===== src/rtl/sram_port_arbiter.sv =====
// Two-port arbiter in front of a single-port 256x8 SRAM macro.
// One access per cycle, sticky ownership bounded by MAX_HOLD under contention,
// read data returned one cycle after the grant and tagged to its requester.
module sram_port_arbiter #(
  parameter int AW       = 8,
  parameter int DW       = 8,
  parameter int MAX_HOLD = 4
) (
  input  logic          clk,
  input  logic          reset,
  input  logic          r0_req,
  input  logic          r0_wen,
  input  logic [AW-1:0] r0_a,
  input  logic [DW-1:0] r0_d,
  output logic          r0_gnt,
  output logic          r0_rvalid,
  input  logic          r1_req,
  input  logic          r1_wen,
  input  logic [AW-1:0] r1_a,
  input  logic [DW-1:0] r1_d,
  output logic          r1_gnt,
  output logic          r1_rvalid,
  output logic [DW-1:0] rdata,
  output logic          mem_cen,
  output logic          mem_wen,
  output logic [AW-1:0] mem_a,
  output logic [DW-1:0] mem_d,
  input  logic [DW-1:0] mem_q
);

  localparam logic [3:0] HOLD_LIMIT = 4'(MAX_HOLD);

  logic       owner;
  logic [3:0] hold;
  logic       rd_pend;
  logic       rd_tag;
  logic       gnt0;
  logic       gnt1;

  // Saturating increment of the consecutive-grant counter.
  function automatic logic [3:0] sat_inc(input logic [3:0] v);
    return (v == 4'hF) ? v : v + 4'd1;
  endfunction

  // Grant decision: sole requester wins; on a tie the owner keeps the port
  // until it has used up its hold budget. Forced off while in reset.
  always_comb begin
    gnt0 = 1'b0;
    gnt1 = 1'b0;
    if (reset) begin
      if (r0_req && r1_req) begin
        if (hold < HOLD_LIMIT) begin
          gnt0 = !owner;
          gnt1 = owner;
        end else begin
          gnt0 = owner;
          gnt1 = !owner;
        end
      end else begin
        gnt0 = r0_req;
        gnt1 = r1_req;
      end
    end
  end

  assign r0_gnt = gnt0;
  assign r1_gnt = gnt1;

  // Memory pin mux: winner's command, or an idle, deselected macro.
  always_comb begin
    mem_cen = 1'b1;
    mem_wen = 1'b1;
    mem_a   = '0;
    mem_d   = '0;
    if (gnt0) begin
      mem_cen = 1'b0;
      mem_wen = r0_wen;
      mem_a   = r0_a;
      mem_d   = r0_d;
    end else if (gnt1) begin
      mem_cen = 1'b0;
      mem_wen = r1_wen;
      mem_a   = r1_a;
      mem_d   = r1_d;
    end
  end

  // Ownership/hold tracking and the outstanding-read tag.
  always_ff @(posedge clk) begin
    if (!reset) begin
      owner   <= 1'b0;
      hold    <= 4'd0;
      rd_pend <= 1'b0;
      rd_tag  <= 1'b0;
    end else if (gnt0 || gnt1) begin
      if (gnt1 == owner) begin
        hold <= sat_inc(hold);
      end else begin
        owner <= gnt1;
        hold  <= 4'd1;
      end
      rd_pend <= mem_wen;
      if (mem_wen) begin
        rd_tag <= gnt1;
      end
    end else begin
      hold    <= 4'd0;
      rd_pend <= 1'b0;
    end
  end

  // Read return, one cycle after the read grant; suppressed during reset.
  assign r0_rvalid = reset & rd_pend & ~rd_tag;
  assign r1_rvalid = reset & rd_pend & rd_tag;
  assign rdata     = (reset && rd_pend) ? mem_q : '0;

endmodule


===== config.mk =====
export PLATFORM = sky130hd
export DESIGN_NAME = sram_port_arbiter
export DESIGN_NICKNAME = d
export VERILOG_FILES = /design/src/rtl/sram_port_arbiter.sv
export SDC_FILE = /design/constraint.sdc
export NUM_CORES = 1
export LEC_CHECK = 0
export BUFFER_PORTS_ARGS = -buffer_cell sky130_fd_sc_hd__buf_2
export CORE_MARGIN = 5
export CORE_UTILIZATION = 36
export DETAILED_ROUTE_END_ITERATION = 10
export PLACE_DENSITY = 0.83
export SLEW_MARGIN = 25
export SYNTH_ARGS = -nofsm -noshare
export SYNTH_HDL_FRONTEND = slang
export SYNTH_SLANG_ARGS = --single-unit

===== constraint.sdc =====
create_clock -name clk -period 5.2 [get_ports clk]
set_input_delay 0.78 -clock clk [delete_from_list [all_inputs] [get_ports clk]]
set_output_delay 0.78 -clock clk [all_outputs]
set_load 0.01 [all_outputs]

==> Word-level counts from Yosys, hierarchy flattened <==
Cells that the tools add are included.
{ "op_classes": {"bitwise": 5, "reduce_logical": 8, "n_eq_ne": 3, "order_cmp": 1, "muxes": 17, "addsub": 1} }
{ "ops": {"columns": ["op", "count"], "rows": [
  ["two-way mux 8 bit", 5],
  ["two-way mux 1 bit", 12],
  ["AND reduction 2 bit", 3],
  ["adder 4 x 1 -> 4 bit (second input constant)", 1],
  ["equality test 4 bit (second input constant)", 1],
  ["< comparator 4 x 3 -> 1 bit (second input constant)", 1],
  ["bitwise AND 1 bit", 3],
  ["AND reduction 3 bit", 1],
  ["logical AND 1 bit", 2],
  ["inequality test 2 bit (second input constant)", 1],
  ["inverter 1 bit", 2],
  ["equality test 1 bit", 1],
  ["logical NOT 1 bit", 1],
  ["logical OR 1 bit", 1]
]} }
{ "word_totals": {"out_inout_bits": 30, "inputBits": 46, "word_cells": 40, "ff_bits": 7} }

==> Logic depth before layout (Yosys ltp) <==
{ "logic_depth": {"depth_word": 7, "mapped_depth": 5, "mapped_depth_nobuf": 4} }

==> Worst setup path before layout <==
No wires, ideal clock.
{ "synth_timing": {"path_kind": "input-to-output", "from": "input port r0_req", "to": "output port mem_a[4]", "path_slack_ns": 2.616, "cell_stages": 4, "required_time_ns": 4.420, "path_buffers": 1, "arrival_time_ns": 1.804, "path_cell_list": "or4b_1 o2111a_1 buf_2 a22o_2"} }
{ "synth_via": {"elab_chain_len": 5, "word_cells_on_any_way": 7, "cone_classes": "mux (6); reduce/logical (1)"} }
{ "synth_lines": {"columns": ["element", "line", "rtl"], "rows": [
  ["start: declaration", "11", "input logic r0_req,"],
  ["logical AND 1 bit", "51", "if (r0_req && r1_req) begin"],
  ["two-way mux 1 bit", "51", null],
  ["two-way mux 1 bit", "50", "if (reset) begin"],
  ["named net r1_gnt", "21", "output logic r1_gnt,"],
  ["two-way mux 8 bit", "80", "end else if (gnt1) begin"],
  ["two-way mux 8 bit", "75", "if (gnt0) begin"],
  ["end: declaration", "26", "output logic [AW-1:0] mem_a,"]
]} }
The timed path passes the listed nets, and every way through them passes these cells.

==> Worst setup path in the final report <==
{ "layout_timing": {"from": "register hold[3]", "to": "output port mem_d[1]"} }
{ "layout_via": {"elab_chain_len": 6, "word_cells_on_any_way": 9, "cone_classes": "order compare (1); mux (8)"} }
{ "layout_lines": {"columns": ["element", "line", "rtl"], "rows": [
  ["start: declaration", "34", "logic [3:0] hold;"],
  ["start signal: assignment", "97", "hold <= sat_inc(hold);"],
  ["< comparator 4 x 3 -> 1 bit *", "52", "if (hold < HOLD_LIMIT) begin"],
  ["two-way mux 1 bit", "52", null],
  ["two-way mux 1 bit", "51", null],
  ["two-way mux 1 bit", "50", null],
  ["two-way mux 8 bit", "80", null],
  ["two-way mux 8 bit *", "75", null],
  ["end: declaration", "27", "output logic [DW-1:0] mem_d,"]
]} }
Mark *: on every way between the ends. The rest lies on a longest branch, timed or not.

==> summary.txt <==
Timing
  – Skew final: 0.001929 ns
  – Final hold violation count: 0
  – RSZ-0062 raised after global routing: no
  – Actual slew at the worst max-slew pin: 0.8432 ns
  – Rel. slew slack: 43.78%
  – Period minus WS final: 3.033 ns
  – Max Slew Vio Count: 0
  – Max frequency: 329.7 MHz
  – Setup TNS: 0 ns
  – Setup Viol. Count Final: 0
  – Post-route clock period utilization: 58.33%

GRT
  – Initial antenna violation count: 0
  – First-pass GRT wire length: 3.215 mm
  – Total track usage: 14.88%
  – Congestion Overflow GR: 0
  – Pin count of the biggest net entering global routing: 21
  – Number of global-route vias before repair: 744

Critical path
  – Crit path launch type: flip-flop
  – Crit path cell chain: or3_4 -> a311oi_4 -> a22o_2 -> buf_2
  – Buf/Inv on CP: 1
  – Max incr delay on CP: 0.78 ns
  – Crit-path max FO: 19
  – WP data arrival: 2.25 ns
  – Worst path top cell family by delay: compound AO/OA/AOI/OAI gates
  – R2R Path End: rd_pend
  – WP data required: 4.42 ns
  – Worst Reg-to-Reg Cells: 3
  – Crit Path Class: flip-flop to primary output
  – R2r startpoint: hold[3]
  – Worst setup EP type: primary output
  – Flop2flop setup slack: 3.26 ns
  – Slowest CP cell: a311oi_4

CTS
  – # resized after CTS: 0
  – CTS Hold Bufs: 0
  – TritonCTS Buffers: 3
  – Setup bufs post-CTS: 0
  – Clock transition at path regs: 0.05 ns
  – TritonCTS clock tree: yes
  – Root Buffer: clkbuf_4
  – Clock Latency Late Sink: 0.26 ns
  – Number of H-tree levels: 1
  – Clk sinks: 7
  – Max Buffers Root-to-Sink: 2

Detailed routing
  – Post-Route WL: 2.552 mm
  – Post-DRT Antenna Nets: 0
  – DR iter-0 viols: 10
  – Router iterations before antenna repair: 4
  – Vias: 901
  – Vias per inst: 5.006
  – # DRC: 0
  – Drt wl/cell: 14.18 µm

Pwr
  – Reg power frac: 33.4%
  – Net Sw Power: 0.00006028 W
  – Internal power: 0.0001241 W
  – Peak supply drop: 0.1221 mV
  – Leakage power: 0.6213 nW
  – Combinational power share: 38.6%
  – Switching Fraction: 32.70%
  – Pwr/cell area: 170.3 mW/mm²
  – Clock power share: 28.1%

Floorplanning
  – I/O Pins: 76
  – Die area: 0.002946 mm²
  – FP Rows: 16
  – Die W: 54.28 µm
  – Core area: 0.001922 mm²
  – Starting Density: 36.72%
  – Die Height: 54.28 µm

Cells and area
  – Filler cells: 194
  – Nets: 201
  – Most common cell after layout, fill and taps aside: buf_2
  – Number of diodes: 0
  – Finished Layout Cells: 180
  – Share of layout cells above drive strength 1: 63.40%
  – Area grow syn2layout: 53.37%
  – Most frequent cells in the layout: buf_2, a22o_2, and3_1

Synthesis
  – Top_reg_cell synth: dfxtp_1
  – Syn avg cell area: 8.606 µm²
  – Cell count after synthesis: 82
  – Post-synth EDFFs: 0
  – Synthesized cell area: 705.7 µm²
  – Post-synth ARST share: 0%
  – Net count after synthesis: 129
  – Synth unique cells: 33
  – #FFs+latches synth: 7
  – Sequential-to-total area share from yosys stat: 19.86%
  – Synth warn: 0

Run status
  – Status: finished, final reports clean

Placement
  – Routability cong.: 0.7875
  – Hpwl dp: 2.123 mm
  – Placed cell count: 176
  – Input/output buffers: 75

Hold path
  – Hold Path End: rd_tag
  – WHS Path Cells: 2
  – Worst hold path type: flip-flop to flip-flop
  – Hold Startpoint: rd_tag

Job
  – Max_cap viols: 0
area by class of cell:
cell class | instances | area (µm²) | area share, %
Timing Repair Buffer | 75 | 375.4 | 34.68
Multi-Input combinational cell | 63 | 491.7 | 45.43
Sequential cell | 7 | 140.1 | 12.95
Clock buffer | 4 | 26.28 | 2.428
Tap cell | 27 | 33.78 | 3.121
Inverter | 4 | 15.01 | 1.387
metrics by stage:
stage                     utilization (%)  hold slack (ns)  area [µm²]   power, W  setup WS (ns)
final                               56.32           0.4755        1082  0.0001843          2.167
after global placement              54.95           0.4710        1056  0.0001312          2.254
after detailed placement            54.95           0.4709        1056  0.0001339          2.195
after floorplan                         -           0.4508       705.7  0.0001015          2.616
after CTS                           56.32           0.4784        1082  0.0001853          2.177
after global routing                56.32           0.5033        1082  0.0001971          2.060
cell families (layout without fill, tap and decap cells):
group / count (synthesis) / count (layout) / synth area share (%)
XOR/XNOR: 1 / 1 / 1.241
adder cells (fa/ha/maj): 1 / 1 / 1.773
AND/OR/NAND/NOR: 26 / 26 / 20.74
AO/OA/AOI/OAI: 32 / 32 / 41.49
flip-flops: 7 / 7 / 19.86
buffers and inverters: 12 / 83 / 10.46
multiplexers: 3 / 3 / 4.433
tightest hold or removal path, cell delays in order, from the launching register on:
cell and delay (ns):
dfxtp_1 0.31, nand2_1 0.05, o2bb2ai_1 0.06
registers in the layout (all words and copies together), names as in the netlist:
register and flops:
hold 4, owner 1, rd_pend 1, rd_tag 1
Yosys cell counts (all sizes together) (4+ instances only):
library cell | count | area share [%]
o21ai | 5 | 3.5
inv | 4 | 2.1
and3 | 9 | 8.0
buf | 4 | 4.6
a22o | 16 | 23
nor2 | 5 | 2.7
dfxtp | 7 | 20
nand2 | 4 | 2.1
clkbuf | 4 | 3.7
worst max path at each step:
| stage | from | end | slack [ns] | cells past startpoint |
|---|---|---|---|---|
| 2_1_floorplan | r0_req | mem_a[4] | 2.62 | 4 |
| 3_3_place_gp | r0_req | mem_d[4] | 2.25 | 5 |
| 3_5_place_dp | r0_req | mem_d[1] | 2.20 | 5 |
| 4_1_cts | hold[3] | mem_d[1] | 2.18 | 4 |
| 5_1_grt | hold[3] | mem_a[0] | 2.06 | 4 |
| 6_report | hold[3] | mem_d[1] | 2.17 | 4 |
per-layer routing:
layer  vias up  GRT usage [%]  share of wire (%)
met5         -              0                  0
met4         0          4.564                1.4
met3         5          5.177                7.7
met2        40          24.50                 52
met1       394          18.06                 38
li1        462              -                  -
power by group through the flow:
stage	Sequential, W	Clock (W)	Combinational [W]
3_3_place_gp	0.0000622	0	0.0000690
2_1_floorplan	0.0000607	0	0.0000408
4_1_cts	0.0000615	0.0000522	0.0000716
5_1_grt	0.0000623	0.0000572	0.0000777
3_5_place_dp	0.0000626	0	0.0000713
6_report	0.0000615	0.0000518	0.0000711
(Power assumes the default switching activity.)
